`config.mk`:
```
export PLATFORM = sky130hd
export DESIGN_NAME = alu_byte_serial_sequencer
export DESIGN_NICKNAME = d
export VERILOG_FILES = /design/src/rtl/alu_byte_serial_sequencer.sv
export SDC_FILE = /design/constraint.sdc
export NUM_CORES = 1
export LEC_CHECK = 0
export ABC_CLOCK_PERIOD_IN_PS = 3450
export CELL_PAD_IN_SITES_DETAIL_PLACEMENT = 0
export CELL_PAD_IN_SITES_GLOBAL_PLACEMENT = 1
export CORE_MARGIN = 1
export CORE_UTILIZATION = 35
export CTS_BUF_LIST = sky130_fd_sc_hd__clkbuf_16
export CTS_CLUSTER_SIZE = 25
export DETAILED_ROUTE_END_ITERATION = 16
export GPL_TIMING_DRIVEN = 0
export HOLD_SLACK_MARGIN = 0.06
export PLACE_DENSITY = 0.88
export SETUP_SLACK_MARGIN = 0.4
export SLEW_MARGIN = 25
export SYNTH_ARGS = -nofsm -noshare
export SYNTH_HDL_FRONTEND = slang
export SYNTH_SLANG_ARGS = --single-unit
```
`constraint.sdc`:
```
create_clock -name clk -period 3.45 [get_ports clk]
set_input_delay 0.345 -clock clk [delete_from_list [all_inputs] [get_ports clk]]
set_output_delay 0.345 -clock clk [all_outputs]
set_load 0.02 [all_outputs]
```
`src/rtl/alu_byte_serial_sequencer.sv`:
```
// alu_byte_serial_sequencer
//
// Multi-cycle 32-bit integer ALU stage. One 8-bit look-ahead carry adder
// slice is reused across the four operand bytes, LSB first. The carry
// between bytes is kept in a single flop. The stage accepts work with a
// start/ready handshake and hands results on with a valid/ready handshake.
//
// Optional feature macro: ALU_SEQ_SLT_EN
//   defined   : opcodes 6 (SLT) and 7 (SLTU) produce a 0/1 compare result.
//   undefined : opcodes 6 and 7 still run the full sequence, but they
//               return result 0 with zero=1, carry=0 and overflow=0.
//
// Ports:
//   clk          in   1   rising-edge clock
//   rst          in   1   synchronous active-high reset
//   start_in     in   1   request, accepted when ready_out=1
//   op_in        in   3   0 ADD,1 SUB,2 AND,3 OR,4 XOR,5 NOR,6 SLT,7 SLTU
//   A_in         in   32  operand A, sampled at accept
//   B_in         in   32  operand B, sampled at accept
//   ready_out    out  1   high in IDLE
//   result_out   out  32  registered result
//   valid_out    out  1   result and flags valid
//   ready_in     in   1   downstream takes the result
//   zero_out     out  1   result_out == 0
//   carry_out    out  1   carry out of the top bit (ADD/SUB/SLT/SLTU)
//   overflow_out out  1   signed overflow (ADD/SUB/SLT)

module bit8_look_ahead_carry_adder (
  input  logic [7:0] A_in,
  input  logic [7:0] B_in,
  input  logic       C_in,
  output logic [7:0] S_out,
  output logic       C_out,
  output logic [7:0] AND_out,
  output logic [7:0] OR_out,
  output logic [7:0] XOR_out
);

  logic [7:0] gen;
  logic [7:0] prop;
  logic [8:0] carries;

  assign gen     = A_in & B_in;
  assign prop    = A_in ^ B_in;
  assign AND_out = gen;
  assign OR_out  = A_in | B_in;
  assign XOR_out = prop;

  // Each carry is formed directly as a sum of products of the generate and
  // propagate terms, so no carry depends on a lower carry signal.
  always_comb begin
    logic cl;
    logic term;
    carries = '0;
    for (int i = 0; i <= 8; i++) begin
      cl = C_in;
      for (int j = 0; j < i; j++) cl = cl & prop[j];
      for (int j = 0; j < i; j++) begin
        term = gen[j];
        for (int k = j + 1; k < i; k++) term = term & prop[k];
        cl = cl | term;
      end
      carries[i] = cl;
    end
  end

  assign S_out = prop ^ carries[7:0];
  assign C_out = carries[8];

endmodule

module alu_byte_serial_sequencer #(
  parameter int NUM_BYTES = 4
) (
  input  logic                   clk,
  input  logic                   rst,
  input  logic                   start_in,
  input  logic [2:0]             op_in,
  input  logic [8*NUM_BYTES-1:0] A_in,
  input  logic [8*NUM_BYTES-1:0] B_in,
  output logic                   ready_out,
  output logic [8*NUM_BYTES-1:0] result_out,
  output logic                   valid_out,
  input  logic                   ready_in,
  output logic                   zero_out,
  output logic                   carry_out,
  output logic                   overflow_out
);

  localparam int W     = 8 * NUM_BYTES;
  localparam int IDX_W = $clog2(NUM_BYTES);
  localparam logic [IDX_W-1:0] LAST_IDX = IDX_W'(NUM_BYTES - 1);

  localparam logic [2:0] OP_ADD  = 3'd0;
  localparam logic [2:0] OP_SUB  = 3'd1;
  localparam logic [2:0] OP_AND  = 3'd2;
  localparam logic [2:0] OP_OR   = 3'd3;
  localparam logic [2:0] OP_XOR  = 3'd4;
  localparam logic [2:0] OP_NOR  = 3'd5;
  localparam logic [2:0] OP_SLT  = 3'd6;
  localparam logic [2:0] OP_SLTU = 3'd7;

  typedef enum logic [1:0] {IDLE, BUSY, DONE} state_t;

  state_t           state_q, state_d;
  logic [W-1:0]     opA_q, opA_d;
  logic [W-1:0]     opB_q, opB_d;
  logic [2:0]       opCode_q, opCode_d;
  logic [IDX_W-1:0] byteIdx_q, byteIdx_d;
  logic             carry_q, carry_d;
  logic [W-1:0]     result_q, result_d;
  logic             valid_q, valid_d;
  logic             zeroFlag_q, zeroFlag_d;
  logic             carryFlag_q, carryFlag_d;
  logic             ovfFlag_q, ovfFlag_d;

  logic [7:0] sliceA, sliceB, sliceSum, sliceAnd, sliceOr, sliceXor;
  logic [7:0] sliceByte;
  logic       sliceCout;
  logic       subLike;
  logic       signedOvf;

  assign sliceA = opA_q[{byteIdx_q, 3'b000} +: 8];
  assign sliceB = opB_q[{byteIdx_q, 3'b000} +: 8];

  bit8_look_ahead_carry_adder uSlice (
    .A_in    (sliceA),
    .B_in    (sliceB),
    .C_in    (carry_q),
    .S_out   (sliceSum),
    .C_out   (sliceCout),
    .AND_out (sliceAnd),
    .OR_out  (sliceOr),
    .XOR_out (sliceXor)
  );

  // Subtract and both compares run as A + ~B + 1.
  assign subLike = (op_in == OP_SUB) || (op_in == OP_SLT) || (op_in == OP_SLTU);

  // Only meaningful on the top byte, where sliceSum[7] is the sign of the sum.
  assign signedOvf = (opA_q[W-1] == opB_q[W-1]) & (sliceSum[7] != opA_q[W-1]);

  // Pick which slice output is written into the current result byte.
  always_comb begin
    sliceByte = sliceSum;
    case (opCode_q)
      OP_AND:  sliceByte = sliceAnd;
      OP_OR:   sliceByte = sliceOr;
      OP_XOR:  sliceByte = sliceXor;
      OP_NOR:  sliceByte = ~sliceOr;
      default: sliceByte = sliceSum;
    endcase
  end

  // Next-state logic. IDLE latches the operands, BUSY walks the bytes and
  // forms the flags on the last byte, and DONE holds until downstream takes it.
  always_comb begin
    state_d     = state_q;
    opA_d       = opA_q;
    opB_d       = opB_q;
    opCode_d    = opCode_q;
    byteIdx_d   = byteIdx_q;
    carry_d     = carry_q;
    result_d    = result_q;
    valid_d     = valid_q;
    zeroFlag_d  = zeroFlag_q;
    carryFlag_d = carryFlag_q;
    ovfFlag_d   = ovfFlag_q;
    case (state_q)
      IDLE: begin
        if (start_in) begin
          state_d   = BUSY;
          opA_d     = A_in;
          opB_d     = subLike ? ~B_in : B_in;
          opCode_d  = op_in;
          byteIdx_d = '0;
          carry_d   = subLike;
        end
      end
      BUSY: begin
        result_d[{byteIdx_q, 3'b000} +: 8] = sliceByte;
        carry_d   = sliceCout;
        byteIdx_d = byteIdx_q + IDX_W'(1);
        if (byteIdx_q == LAST_IDX) begin
          state_d     = DONE;
          valid_d     = 1'b1;
          carryFlag_d = 1'b0;
          ovfFlag_d   = 1'b0;
          case (opCode_q)
            OP_ADD, OP_SUB: begin
              carryFlag_d = sliceCout;
              ovfFlag_d   = signedOvf;
            end
`ifdef ALU_SEQ_SLT_EN
            OP_SLT: begin
              result_d    = {{(W-1){1'b0}}, sliceSum[7] ^ signedOvf};
              carryFlag_d = sliceCout;
              ovfFlag_d   = signedOvf;
            end
            OP_SLTU: begin
              result_d    = {{(W-1){1'b0}}, ~sliceCout};
              carryFlag_d = sliceCout;
            end
`else
            OP_SLT, OP_SLTU: begin
              result_d = '0;
            end
`endif
            default: begin
            end
          endcase
          zeroFlag_d = (result_d == '0);
        end
      end
      DONE: begin
        if (ready_in) begin
          state_d = IDLE;
          valid_d = 1'b0;
        end
      end
      default: begin
        state_d = IDLE;
      end
    endcase
  end

  // State and datapath registers. Reset wins over any handshake on the same
  // edge and clears the carry flop and byte index so no stale carry survives.
  always_ff @(posedge clk) begin
    if (rst) begin
      state_q     <= IDLE;
      opA_q       <= '0;
      opB_q       <= '0;
      opCode_q    <= '0;
      byteIdx_q   <= '0;
      carry_q     <= 1'b0;
      result_q    <= '0;
      valid_q     <= 1'b0;
      zeroFlag_q  <= 1'b0;
      carryFlag_q <= 1'b0;
      ovfFlag_q   <= 1'b0;
    end else begin
      state_q     <= state_d;
      opA_q       <= opA_d;
      opB_q       <= opB_d;
      opCode_q    <= opCode_d;
      byteIdx_q   <= byteIdx_d;
      carry_q     <= carry_d;
      result_q    <= result_d;
      valid_q     <= valid_d;
      zeroFlag_q  <= zeroFlag_d;
      carryFlag_q <= carryFlag_d;
      ovfFlag_q   <= ovfFlag_d;
    end
  end

  assign ready_out    = (state_q == IDLE);
  assign result_out   = result_q;
  assign valid_out    = valid_q;
  assign zero_out     = zeroFlag_q;
  assign carry_out    = carryFlag_q;
  assign overflow_out = ovfFlag_q;

endmodule
```
=== Word level (Yosys, flattened, before mapping) ===
Index checks and enable logic that the tools add are counted.

* Bits in registers: 108
* Logic and storage cells: 148
* Bits in writable memories: 0
* Memories kept: 0
* Bits in latches: 0
* Output and inout port bits: 37
* Bits in read-only memories: 0

* Reduce and logical (&&, ||, !) cells: 14
* Add/subtract/negate cells: 2
* Divide/modulo/power cells: 0
* Mux-type cells: 20
* Multiply operators: 0
* Bitwise logic cells: 79
* Order comparisons: 0
* Shift operators: 4
* Eq/ne operators: 18

{| class="wikitable"
|+ Operators by type and width
! cell !! number
|-
| two-way mux 32 bit || 5
|-
| indexed part select 32 x 6 -> 8 bit || 2
|-
| bitwise AND 1 bit || 37
|-
| OR 1 bit || 36
|-
| bitwise mux 32 bit || 1
|-
| logical NOT 32 bit || 1
|-
| NOT 32 bit || 1
|-
| case mux 8 bit (4 select lines) || 1
|-
| variable shift 8 x 7 -> 32 bit (first input constant) || 1
|-
| indexed part select 8 x 7 -> 32 bit || 1
|-
| == test 3 bit (second input constant) || 6
|-
| bitwise XOR 8 bit || 2
|-
| bitwise AND 8 bit || 1
|-
| two-way mux 2 bit || 4
|-
| NOT 8 bit || 1
|-
| OR 8 bit || 1
|-
| negator 5 -> 7 bit || 1
|-
| == test 3 x 1 -> 1 bit (second input constant) || 2
|-
| == test 3 x 2 -> 1 bit (second input constant) || 2
|-
| != test 2 bit (second input constant) || 3
|-
| case mux 2 bit (3 select lines) || 1
|-
| AND reduction 2 bit || 3
|-
| AND reduction 3 bit || 2
|-
| two-way mux 1 bit || 5
|-
| other kinds (12) || 17
|}

=== Logic depth before layout (Yosys ltp) ===
* Depth after elaboration: 24
* Depth in mapped cells: 13

=== Hierarchy ===
A second synthesis with hierarchy kept.

* Cell total of the unflattened synthesis: 697
* Area, all modules: 5753.0 um^2

{| class="wikitable"
|+ By module, submodules not included
! module !! times used !! seq. area each (um^2) !! cells each !! area an instance (um^2)
|-
| alu_byte_serial_sequencer || 1 || 2162.1 || 625 || 5198.7
|-
| bit8_look_ahead_carry_adder || 1 || 0.0 || 72 || 554.3
|}

=== Worst setup path before layout ===
OpenSTA, ideal clock, no wires.

* Path kind: flip-flop to flip-flop
* From: register byteIdx_q[0]
* To: register ovfFlag_q (netlist: overflow_out)
* Cell stages (with the launch flop): 14
* Setup time: 0.132 ns
* Data required time: 3.318 ns
* Arrival: 3.348 ns
* Path slack: -0.030 ns
* Cell sequence: dfxtp_1 -> clkbuf_1 -> buf_2 -> mux4_2 -> inv_1 -> ha_1 -> ha_1 -> o211ai_2 -> a21oi_1 -> o41a_1 -> or2_1 -> and3_1 -> o2111ai_1 -> a21oi_1

* Longest elaborated chain between the ends: 20

{| class="wikitable"
|+ Ends and longest elaborated chain
! element !! RTL line !! RTL
|-
| start: declaration || 109 || <nowiki>logic [IDX_W-1:0] byteIdx_q, byteIdx_d;</nowiki>
|-
| start signal: assignment || 247 || <nowiki>byteIdx_q <= byteIdx_d;</nowiki>
|-
| indexed part select 32 x 6 -> 8 bit, on equally long branches || 123, 124 ||
|-
| bitwise XOR 8 bit || 44 || <nowiki>assign prop = A_in ^ B_in;</nowiki>
|-
| bitwise AND 1 bit (7 in a row) || 57 || <nowiki>for (int j = 0; j < i; j++) cl = cl & prop[j];</nowiki>
|-
| OR 1 bit (7 in a row) || 61 || <nowiki>cl = cl | term;</nowiki>
|-
| bitwise XOR 8 bit || 67 || <nowiki>assign S_out = prop ^ carries[7:0];</nowiki>
|-
| != test 1 bit || 141 || <nowiki>assign signedOvf = (opA_q[W-1] == opB_q[W-1]) & (sliceSum[7] != opA_q[W-1]);</nowiki>
|-
| bitwise AND 1 bit || 141 ||
|-
| two-way mux 1 bit || 189 || <nowiki>case (opCode_q)</nowiki>
|-
| end signal: assignment || 253 || <nowiki>ovfFlag_q <= ovfFlag_d;</nowiki>
|-
| end: declaration || 115 || <nowiki>logic ovfFlag_q, ovfFlag_d;</nowiki>
|}

Several ways; a longest one is shown, not always the timed one.
A chain may end at the register's enable or synchronous reset.

=== Final worst setup path ===
Same ends and word-level chain as after synthesis.

==> results.toml <==
[cts]
clock_sinks = 108
cts.root.buffer_cell = "clkbuf_16"
clk_pin_slew_worst_paths_ns = 0.07
cts_hold_buf = 0
cts_tree = "yes"
clockBufferDepth = 2
clk_latency_ns = 0.36
cts-buffers-inserted = 9
htree_levels = 3

[timing]
hold_ws_ns = 0.451
fmax_ghz = 0.318
slew_headroom = 0.343
setup_viol = 0
fin_worst_skew_ns = 0.00753
worst_pin_slew_ns = 0.977
rsz0062_at_grt = "yes"
fin_setup_tns_ns = 0
min_period_ns = 3.14
period_share = 0.911
setup_slack_ns = 0.306
hold_violations = 0
slew_violations = 0

[yosys]
synth_top_area_frac = 0.383
syn-num-nets = 784
synth_edf_count = 0
yosysMostFrequentCell = "nand2_1"
postSynthCellCount = 689
synth.distinct_cells = 54
yosys_warnings = 0
synth.largest_area_cell = "dfxtp_1"
synth.area.top_cells = "dfxtp_1 38%, nand2_1 10%, a21oi_1 8.6%"
ys_seq_area_frac = 0.383
avgSynthCellArea_sq_um = 8.19
synthFlopType = "dfxtp_1"
synth_seq_cells = 108
netlist_area_sq_um = 5650
synth_common_cells = "155 x nand2_1, 108 x dfxtp_1, 97 x a21oi_1"
async_flop_share = 0

[global_route]
grt_pass1_vias = 5028
overflow = 0
antenna_found_initial = 0
grt_pass1_wl_mm = 26.1
globalRouteTotalUtil = 0.207
grt_max_degree = 20

[floorplan]
core-area_sq_um = 15800
die_y_um = 129
io_pins = 108
die_w_um = 129
initial_utilization = 0.357
row_count = 46
fp.dieArea_sq_um = 16600

[route]
wl_mm = 16.6
detail-route-antenna-nets = 0
drc = 0
drt-initial-drc-count = 320
wl_per_cell_um = 15.9
drt_first_pass_iters = 5
via_count = 5388
via_per_inst = 5.17

[placed_design]
dp.cells = 1011
post_dp_cell_area_sq_um = 7010
port_buffers = 106
routabilityCongestion = 0.898
dpl.hpwl_mm = 12.2
dpl_worst_slack_ns = -0.206

[critical_path]
crit_path_end_kind = "flop"
required_ns = 3.68
cp.arrival_ns = 3.37
startpoint_type = "flop"
crit_type = "flop to flop"
crit_fanout = 5

[pwr]
power_density_nw_per_um2 = 419
peakVddDrop_uv = 257
leakage_nw = 2.73

[finish]
layout.cells.non_filler = 1043
drive_gt1_frac = 0.134
synthToLayoutAreaGrowth_pct = 36.5
fill_cells = 1531
diodes = 0
final_area_sq_um = 7710
nets = 917

[flow_run]
drv_cap = 0

[run_status]
status = "finished, final reports clean"

[min_path]
min_path_type = "flop to flop"
-- worst max-delay path: stages (launching register included) --
cell,delay [ns]
dfxtp_2,0.35
buf_8,0.13
buf_12,0.12
mux4_2,0.55
inv_2,0.09
ha_4,0.20
ha_4,0.16
o211ai_4,0.20
a21oi_2,0.10
o41a_1,0.36
or2_4,0.29
and3_4,0.18
o2111ai_2,0.19
a21oi_1,0.08
-- registers in the layout, summed over array words and instances, names as in the netlist --
| name | cells |
|---|---|
| valid_out | 1 |
| overflow_out | 1 |
| result_out | 32 |
| zero_out | 1 |
| opB_q | 32 |
| carry_q | 1 |
| byteIdx_q | 2 |
| carry_out | 1 |
| state_q | 2 |
| opA_q | 32 |
| opCode_q | 3 |
-- final timing paths --
check / start / endpoint / slack (ns) / cells after the start
setup / recovery: byteIdx_q[0]$_SDFFE_PP0P_ / overflow_out$_SDFFE_PP0P_ / 0.31 / 13
hold / removal: opB_q[20]$_SDFFE_PP0P_ / opB_q[20]$_SDFFE_PP0P_ / 0.45 / 2
setup reg to reg: byteIdx_q[0]$_SDFFE_PP0P_ / overflow_out$_SDFFE_PP0P_ / 0.31 / 13
hold reg to reg: opB_q[20]$_SDFFE_PP0P_ / opB_q[20]$_SDFFE_PP0P_ / 0.45 / 2
-- timing repair --
item | CTS | global route
endpoints found under the setup margin | 33 | 24
pin swaps | 8 | 12
setup buffers | 11 | 5
cloned | 0 | 0
gates resized for setup | 26 | 30
-- per-stage QoR --
| stage | total power, mW | utilization |
|---|---|---|
| 6_report | 3.23 | 0.487 |
| 5_1_grt | 3.36 | 0.487 |
| 4_1_cts | 3.18 | 0.476 |
| 3_5_place_dp | 2.07 | 0.443 |
| 3_3_place_gp | 2.07 | 0.443 |
| 2_1_floorplan | 1.82 | - |
-- cells in the final DEF (no fill, tap or decap), drive strengths merged, types with 3 or more instances in the layout --
| master | netlist | routed |
|---|---|---|
| nand3b | 3 | 3 |
| a21oi | 97 | 97 |
| nand2b | 9 | 9 |
| nand3 | 4 | 4 |
| nor4 | 7 | 7 |
| o21ai | 15 | 15 |
| dfxtp | 108 | 108 |
| mux2 | 3 | 3 |
| mux4 | 16 | 16 |
| o21a | 5 | 5 |
| nor2 | 59 | 59 |
| clkdlybuf4s50 | 0 | 106 |
| o211ai | 3 | 3 |
| xnor2 | 33 | 33 |
| nand2 | 156 | 156 |
| ha | 23 | 23 |
| and2 | 3 | 3 |
| or2 | 3 | 3 |
| clkbuf | 29 | 36 |
| a22oi | 31 | 31 |
| buf | 14 | 32 |
| o22ai | 6 | 6 |
| clkinvlp | 0 | 3 |
| inv | 22 | 23 |
| nor3 | 13 | 13 |
-- where the power goes --
group          total (mW)  leakage [nW]  switching [mW]  internal (mW)
Combinational       0.806          1.71           0.438          0.368
Clock                1.08         0.141           0.502          0.573
Sequential           1.35         0.882          0.0368           1.31
Total                3.23          2.73           0.978           2.25
-- layout make-up --
cell class	instances	area, sq um	area share
clock inverter	7	86.3	0.0112
timing repair buffer	122	1180	0.153
sequential	108	2160	0.281
multi-input combinational	516	3410	0.442
clock buffer	9	225	0.0292
buffer	43	289	0.0375
inverter	22	82.6	0.0107
tap	216	270	0.0351
-- cells by family after synthesis --
group           count (synthesis)  share of synthesized area
compound gates                171                      0.185
simple gates                  266                      0.199
mux                            20                     0.0716
fa+ha+maj                      24                     0.0545
buf+inv                        65                     0.0527
xor+xnor                       35                     0.0543
flops                         108                      0.383
-- per-layer routing --
layer,part of all wire,global-route usage
met5,0,0
met4,0.024,0.0796
met3,0.065,0.0441
met2,0.47,0.343
met1,0.44,0.264
No activity file was read; power rests on OpenSTA's default activity.
